==> src/rtl/audio_mixer_if.sv <==
// Bundle of the mixer's sample inputs, mix controls and output word pair.
//
// Handshake: there is no ready/backpressure. fm_valid and psg_valid are
// single-cycle strobes that the producer may assert on any clock; the mixer
// always accepts them (one FM sample may queue while busy, a further one is
// dropped and flagged on ovr). out_valid is a single-cycle pulse on the clock
// where ldata/rdata change; consumers must capture the pair on that cycle.
interface audio_mixer_if #(
  parameter int FM_W  = 14,
  parameter int PSG_W = 10
);
  logic signed [FM_W-1:0] fm_l;
  logic signed [FM_W-1:0] fm_r;
  logic                   fm_valid;
  logic [PSG_W-1:0]       psg;
  logic                   psg_valid;
  logic                   fm_en;
  logic                   psg_en;
  logic                   filt_en;
  logic signed [15:0]     ldata;
  logic signed [15:0]     rdata;
  logic                   out_valid;
  logic                   ovr;
  logic [2:0]             dbg_state;

  modport master (
    output fm_l, fm_r, fm_valid, psg, psg_valid, fm_en, psg_en, filt_en,
    input  ldata, rdata, out_valid, ovr, dbg_state
  );

  modport slave (
    input  fm_l, fm_r, fm_valid, psg, psg_valid, fm_en, psg_en, filt_en,
    output ldata, rdata, out_valid, ovr, dbg_state
  );
endinterface

==> src/rtl/audio_mixer.sv <==
// FM + PSG audio mixer: per-source enables, 16-bit saturation and a one-pole
// low-pass, computed on one shared datapath (left, then right) per FM strobe.
// Output pair commits five clocks after the triggering strobe.
module audio_mixer #(
  parameter int FM_W      = 14,
  parameter int PSG_W     = 10,
  parameter int PSG_SHIFT = 3,
  parameter int FILT_K    = 2
) (
  input  logic          clk,
  input  logic          rst,
  audio_mixer_if.slave  bus
);

  typedef enum logic [2:0] {
    IDLE   = 3'd0,
    MIX_L  = 3'd1,
    FILT_L = 3'd2,
    MIX_R  = 3'd3,
    FILT_R = 3'd4,
    COMMIT = 3'd5
  } state_t;

  localparam logic signed [17:0] PSG_MID = 18'sd1 <<< (PSG_W - 1);

  state_t state, state_n;

  // trig: start a new sample this edge; from_buf: take FM from the pending buffer
  logic trig;
  logic from_buf;
  logic fm_busy;

  logic signed [FM_W-1:0] fl, fr;
  logic signed [FM_W-1:0] bl, br;
  logic [PSG_W-1:0]       psg_q, ps;
  logic                   pending;
  logic                   ovr_q;
  logic                   en_fm, en_psg, en_filt;
  logic signed [15:0]     x_q;
  logic signed [15:0]     yl, yr;
  logic signed [15:0]     ldata_q, rdata_q;
  logic                   out_valid_q;

  logic signed [FM_W-1:0] fm_sel;
  logic signed [17:0]     f_ext, p_cent, p_ext, sum;
  logic signed [15:0]     x_sat;
  logic signed [15:0]     y_cur, y_new;
  logic signed [17:0]     diff, y_sum;

  // State register
  always_ff @(posedge clk or posedge rst) begin
    if (rst) state <= IDLE;
    else     state <= state_n;
  end

  // Next state and trigger decode; a pending sample wins over a live strobe
  always_comb begin
    state_n  = state;
    trig     = 1'b0;
    from_buf = 1'b0;
    case (state)
      IDLE: begin
        if (pending) begin
          trig     = 1'b1;
          from_buf = 1'b1;
          state_n  = MIX_L;
        end else if (bus.fm_valid) begin
          trig    = 1'b1;
          state_n = MIX_L;
        end
      end
      MIX_L:  state_n = FILT_L;
      FILT_L: state_n = MIX_R;
      MIX_R:  state_n = FILT_R;
      FILT_R: state_n = COMMIT;
      COMMIT: begin
        if (pending) begin
          trig     = 1'b1;
          from_buf = 1'b1;
          state_n  = MIX_L;
        end else begin
          state_n = IDLE;
        end
      end
      default: state_n = IDLE;
    endcase
  end

  // A strobe that is not consumed directly as a trigger must queue or overrun
  assign fm_busy = bus.fm_valid && !(trig && !from_buf);

  // PSG capture runs regardless of what the sequencer is doing
  always_ff @(posedge clk or posedge rst) begin
    if (rst)                psg_q <= '0;
    else if (bus.psg_valid) psg_q <= bus.psg;
  end

  // Per-sample snapshot of FM, PSG and the mix controls
  always_ff @(posedge clk or posedge rst) begin
    if (rst) begin
      fl      <= '0;
      fr      <= '0;
      ps      <= '0;
      en_fm   <= 1'b0;
      en_psg  <= 1'b0;
      en_filt <= 1'b0;
    end else if (trig) begin
      fl      <= from_buf ? bl : bus.fm_l;
      fr      <= from_buf ? br : bus.fm_r;
      ps      <= bus.psg_valid ? bus.psg : psg_q;
      en_fm   <= bus.fm_en;
      en_psg  <= bus.psg_en;
      en_filt <= bus.filt_en;
    end
  end

  // One-deep pending buffer for strobes arriving while busy; overflow is sticky
  always_ff @(posedge clk or posedge rst) begin
    if (rst) begin
      pending <= 1'b0;
      bl      <= '0;
      br      <= '0;
      ovr_q   <= 1'b0;
    end else begin
      if (trig && from_buf) begin
        pending <= fm_busy;
        if (fm_busy) begin
          bl <= bus.fm_l;
          br <= bus.fm_r;
        end
      end else if (fm_busy) begin
        if (pending) begin
          ovr_q <= 1'b1;
        end else begin
          pending <= 1'b1;
          bl      <= bus.fm_l;
          br      <= bus.fm_r;
        end
      end
    end
  end

  // Shared mix path: FM left-aligned to 16 bits plus centred, scaled PSG
  always_comb begin
    fm_sel = (state == MIX_L) ? fl : fr;
    f_ext  = en_fm ? (18'(fm_sel) <<< (16 - FM_W)) : 18'sd0;
    p_cent = $signed({{(18 - PSG_W){1'b0}}, ps}) - PSG_MID;
    p_ext  = en_psg ? (p_cent <<< PSG_SHIFT) : 18'sd0;
    sum    = f_ext + p_ext;
    if (sum > 18'sd32767)       x_sat = 16'sh7fff;
    else if (sum < -18'sd32768) x_sat = 16'sh8000;
    else                        x_sat = sum[15:0];
  end

  // Shared filter path; with the filter off the state still follows x
  always_comb begin
    y_cur = (state == FILT_L) ? yl : yr;
    diff  = 18'(x_q) - 18'(y_cur);
    y_sum = 18'(y_cur) + (diff >>> FILT_K);
    y_new = en_filt ? y_sum[15:0] : x_q;
  end

  // Datapath registers advanced by the sequencer
  always_ff @(posedge clk or posedge rst) begin
    if (rst) begin
      x_q <= '0;
      yl  <= '0;
      yr  <= '0;
    end else begin
      case (state)
        MIX_L, MIX_R: x_q <= x_sat;
        FILT_L:       yl  <= y_new;
        FILT_R:       yr  <= y_new;
        default:      ;
      endcase
    end
  end

  // Both channels commit on the same edge so the pair is never torn
  always_ff @(posedge clk or posedge rst) begin
    if (rst) begin
      ldata_q     <= '0;
      rdata_q     <= '0;
      out_valid_q <= 1'b0;
    end else begin
      out_valid_q <= (state == COMMIT);
      if (state == COMMIT) begin
        ldata_q <= yl;
        rdata_q <= yr;
      end
    end
  end

  assign bus.ldata     = ldata_q;
  assign bus.rdata     = rdata_q;
  assign bus.out_valid = out_valid_q;
  assign bus.ovr       = ovr_q;
  assign bus.dbg_state = state;

endmodule

==> src/flat_wrapper.sv <==
// flat-port wrapper written by rule: the top's interface ports become plain ports
module audio_mixer_flat 
#(
  parameter int FM_W      = 14,
  parameter int PSG_W     = 10,
  parameter int PSG_SHIFT = 3,
  parameter int FILT_K    = 2
)
  (clk, rst, bus_fm_l, bus_fm_r, bus_fm_valid, bus_psg, bus_psg_valid, bus_fm_en, bus_psg_en, bus_filt_en, bus_ldata, bus_rdata, bus_out_valid, bus_ovr, bus_dbg_state);
  audio_mixer_if #(.FM_W(FM_W), .PSG_W(PSG_W)) bus_i ();
  input  logic clk;
  input  logic rst;
  input wire logic [$bits(bus_i.fm_l)-1:0] bus_fm_l;
  input wire logic [$bits(bus_i.fm_r)-1:0] bus_fm_r;
  input wire logic [$bits(bus_i.fm_valid)-1:0] bus_fm_valid;
  input wire logic [$bits(bus_i.psg)-1:0] bus_psg;
  input wire logic [$bits(bus_i.psg_valid)-1:0] bus_psg_valid;
  input wire logic [$bits(bus_i.fm_en)-1:0] bus_fm_en;
  input wire logic [$bits(bus_i.psg_en)-1:0] bus_psg_en;
  input wire logic [$bits(bus_i.filt_en)-1:0] bus_filt_en;
  output wire logic [$bits(bus_i.ldata)-1:0] bus_ldata;
  output wire logic [$bits(bus_i.rdata)-1:0] bus_rdata;
  output wire logic [$bits(bus_i.out_valid)-1:0] bus_out_valid;
  output wire logic [$bits(bus_i.ovr)-1:0] bus_ovr;
  output wire logic [$bits(bus_i.dbg_state)-1:0] bus_dbg_state;
  assign bus_i.fm_l = bus_fm_l;
  assign bus_i.fm_r = bus_fm_r;
  assign bus_i.fm_valid = bus_fm_valid;
  assign bus_i.psg = bus_psg;
  assign bus_i.psg_valid = bus_psg_valid;
  assign bus_i.fm_en = bus_fm_en;
  assign bus_i.psg_en = bus_psg_en;
  assign bus_i.filt_en = bus_filt_en;
  assign bus_ldata = bus_i.ldata;
  assign bus_rdata = bus_i.rdata;
  assign bus_out_valid = bus_i.out_valid;
  assign bus_ovr = bus_i.ovr;
  assign bus_dbg_state = bus_i.dbg_state;
  audio_mixer #(.FM_W(FM_W), .PSG_W(PSG_W), .PSG_SHIFT(PSG_SHIFT), .FILT_K(FILT_K)) u_core (.clk(clk), .rst(rst), .bus(bus_i));
endmodule
==> config.mk <==
export PLATFORM = sky130hd
export DESIGN_NAME = audio_mixer_flat
export DESIGN_NICKNAME = d
export VERILOG_FILES = /design/src/rtl/audio_mixer_if.sv /design/src/rtl/audio_mixer.sv /design/src/flat_wrapper.sv
export SDC_FILE = /design/constraint.sdc
export NUM_CORES = 1
export LEC_CHECK = 0
export ABC_AREA = 1
export BUFFER_PORTS_ARGS = -buffer_cell sky130_fd_sc_hd__buf_4
export CAP_MARGIN = 0
export CORE_ASPECT_RATIO = 0.6
export CORE_UTILIZATION = 45
export DETAILED_ROUTE_END_ITERATION = 10
export PLACE_DENSITY = 0.63
export SLEW_MARGIN = 15
export SYNTH_ARGS = -nofsm -noshare
export SYNTH_HDL_FRONTEND = slang
export SYNTH_SLANG_ARGS = --single-unit
==> constraint.sdc <==
create_clock -name clk -period 5.6 [get_ports clk]
set_input_delay 0.56 -clock clk [delete_from_list [all_inputs] [get_ports clk]]
set_output_delay 0.56 -clock clk [all_outputs]
set_load 0.01 [all_outputs]
==> run metrics <==
result of the run finished, final reports clean; Syn Nets around 1,300; post-synthesis sequential area ratio between 40 and 50%; EDFF count, synth 0; Core Rows 40; CTS tree done; # diodes 0; top-count cell post-synth nand2_1; leading area contributor after synthesis dfrtp_1; CTS buffer count 17; number of primary I/O pins 82; Layout Skew roughly 0.010 ns; post-DR vias/cell a little over 5; GRT overflow 0; antenna violations before repair 0; Total Nets Final 1,345; leading post-synthesis cells by cell area dfrtp_1 44%, nand2_1 13%, inv_1 6.6%; cts hold-fix bufs 0; final hold vios 0; Starting Density approximately 46%; gpl congestion 0.957; CORE AREA 0.0201 mm2; CTS H-Tree Depth 4; Area Growth Syn to Fin 16.0%; synthesized flop and latch total 164; Final TNS setup 0 ns; crit path kind flip-flop to flip-flop; asr flop ratio synth 100%; WL/cell 15.7 um; HPWL Detailed 18,500 um; CP Capture Type flip-flop; largest net degree at the start of global routing 65; Worst-Skew Late Latency 0.44 ns; vias in the first global route around 7,500; Cell variety after synth 47; yosys warns 0; GRT Total Usage 24.4%; clk sink count around 160; top cells by count, synth 318 x nand2_1, 164 x dfrtp_1, 163 x inv_1; Fmax achieved approximately 210 MHz; Final Cycle Share 84.6%; Port Buffers 81; Min Clock Period, post-route 4.74 ns; Startpoint Class flip-flop; layout cells sized above 1 14.9%; DP Cell Count 1,518; Req. time, crit path 5.93 ns; global-route wire length before repair ~40,000 um; CP arrival 5.06 ns; DR pass1 iterations 7; Final setup viols 0; CTS Buffer Depth 2; RSZ-0062 raised after global routing no; die width roughly 190 um; via count 8,009; final slew viol count 0; Mapped Area between 0.009 and 0.01 mm2; drt initial violations 605; Yosys top cell area share 44.3%; worst-path fanout max 10; Post-Synthesis Cells approximately 1,200; Post-synth top flop dfrtp_1; Root Buffer clkbuf_16; Max-Slew Margin vs Limit 29.6%; Max-Cap Viols 0; # DRC 0; Avg Cell Area, Syn 7.75 um2; Hold Crit Class input pin to async pin; die area 0.0212 mm2; Setup Buffers After CTS 0; Antenna Nets Post-Route 0; Slew @ Worst Pin 1.06 ns; Non-Filler Instances 1,549; final wirelength 24,300 um; cts repair resizes 0; register clock-pin slew on the reported worst setup and hold paths around 0.060 ns; Die H ~110 um
## stage by stage
| stage | setup slack (ns) | hold WS [ns] | utilization, % | instance area [um2] |
|---|---|---|---|---|
| after CTS | 0.898 | 0.115 | 53.5 | 10700 |
| after global routing | 0.395 | 0.129 | 53.5 | 10700 |
| after global placement | 0.935 | 0.454 | 50.5 | 10100 |
| after floorplan | 0.607 | 0.442 | - | 9260 |
| after detailed placement | 0.910 | 0.464 | 50.5 | 10100 |
| final | 0.861 | 0.109 | 53.5 | 10700 |
## worst max-delay path, stage by stage (launching register included)
cell and delay (ns):
dfrtp_1 0.44, nor2_4 0.28, nand2_2 0.13, o21ai_0 0.39, inv_1 0.09, ha_1 0.36
nand3_1 0.14, nor2_1 0.16, nor2_2 0.07, nand2_2 0.09, nand3_1 0.07, nand2_1 0.10
a21oi_1 0.12, o21bai_1 0.23, nand3_1 0.16, o21bai_1 0.17, xor2_1 0.19, ha_1 0.31
inv_1 0.15, nor3_1 0.07, a2111oi_0 0.47, nand2_1 0.12, nand2_1 0.09, nand3_2 0.06
nand3_1 0.11, nand2_1 0.06
## metal layers
metal  vias to the layer above  part of all wire [%]  global-route usage (%)
met4                         0                   1.1                    6.56
met1                      3762                    55                    40.1
li1                       4022                     -                       -
met3                        19                   6.8                    5.49
met2                       206                    37                    30.9
met5                         -                     0                       0
## cell type report
type | instances | area, um2
fillers | 1922 | 9330
multi-input cells | 818 | 4350
flip-flops and latches | 164 | 4100
repair buffers | 95 | 713
inverters | 168 | 636
clock buffers | 19 | 443
well taps | 273 | 342
clock inverters | 12 | 154
## final timing paths
path	startpoint	end	slack, ns	cells past startpoint
min in group clk	bus_fm_en	u_core.en_fm	0.33	3
hold reg to reg	u_core.bus.ldata[8]	u_core.bus.ldata[8]	0.48	2
setup reg to reg	u_core.bus.dbg_state[0]	u_core.yl[15]	0.86	25
max in group asynchronous	rst	u_core.yr[15]	4.36	3
setup / recovery	u_core.bus.dbg_state[0]	u_core.yl[15]	0.86	25
hold / removal	rst	u_core.bus.rdata[4]	0.11	2
## state kept, by name, summed over array words and instances (netlist names)
name	cells
u_core.bus.ldata	16
u_core.bus.rdata	16
u_core.yl	16
u_core.yr	16
u_core.x_q	15
u_core.bl	14
u_core.br	14
u_core.fl	14
u_core.fr	14
u_core.ps	10
u_core.psg_q	10
u_core.bus.dbg_state	3
u_core.bus.out_valid	1
u_core.bus.ovr	1
u_core.en_filt	1
u_core.en_fm	1
u_core.en_psg	1
u_core.pending	1
## cell families after synthesis
family,share of synthesized area [%]
AND/OR/NAND/NOR,25.6
AO/OA/AOI/OAI,13.5
buffers and inverters,8.80
flip-flops,44.3
adder cells (fa/ha/maj),4.95
XOR/XNOR,1.59
multiplexers,1.22
## layout by cell type (no fill, tap or decap), types with 5 or more instances in the layout
master / n
a21oi_1: 75
buf_4: 95
clkbuf_16: 17
dfrtp_1: 164
ha_1: 35
inv_1: 162
mux2_2: 10
nand2_1: 318
nand2_2: 18
nand3_1: 108
nand3_2: 12
nor2_1: 55
nor3_1: 6
o211ai_1: 18
o21ai_0: 81
o21bai_1: 7
o221ai_1: 15
or2_2: 10
xnor2_1: 5
xor2_1: 10
Power is not shown: default switching activity piles up to over one toggle a cycle in this logic, so the estimate is an artifact.
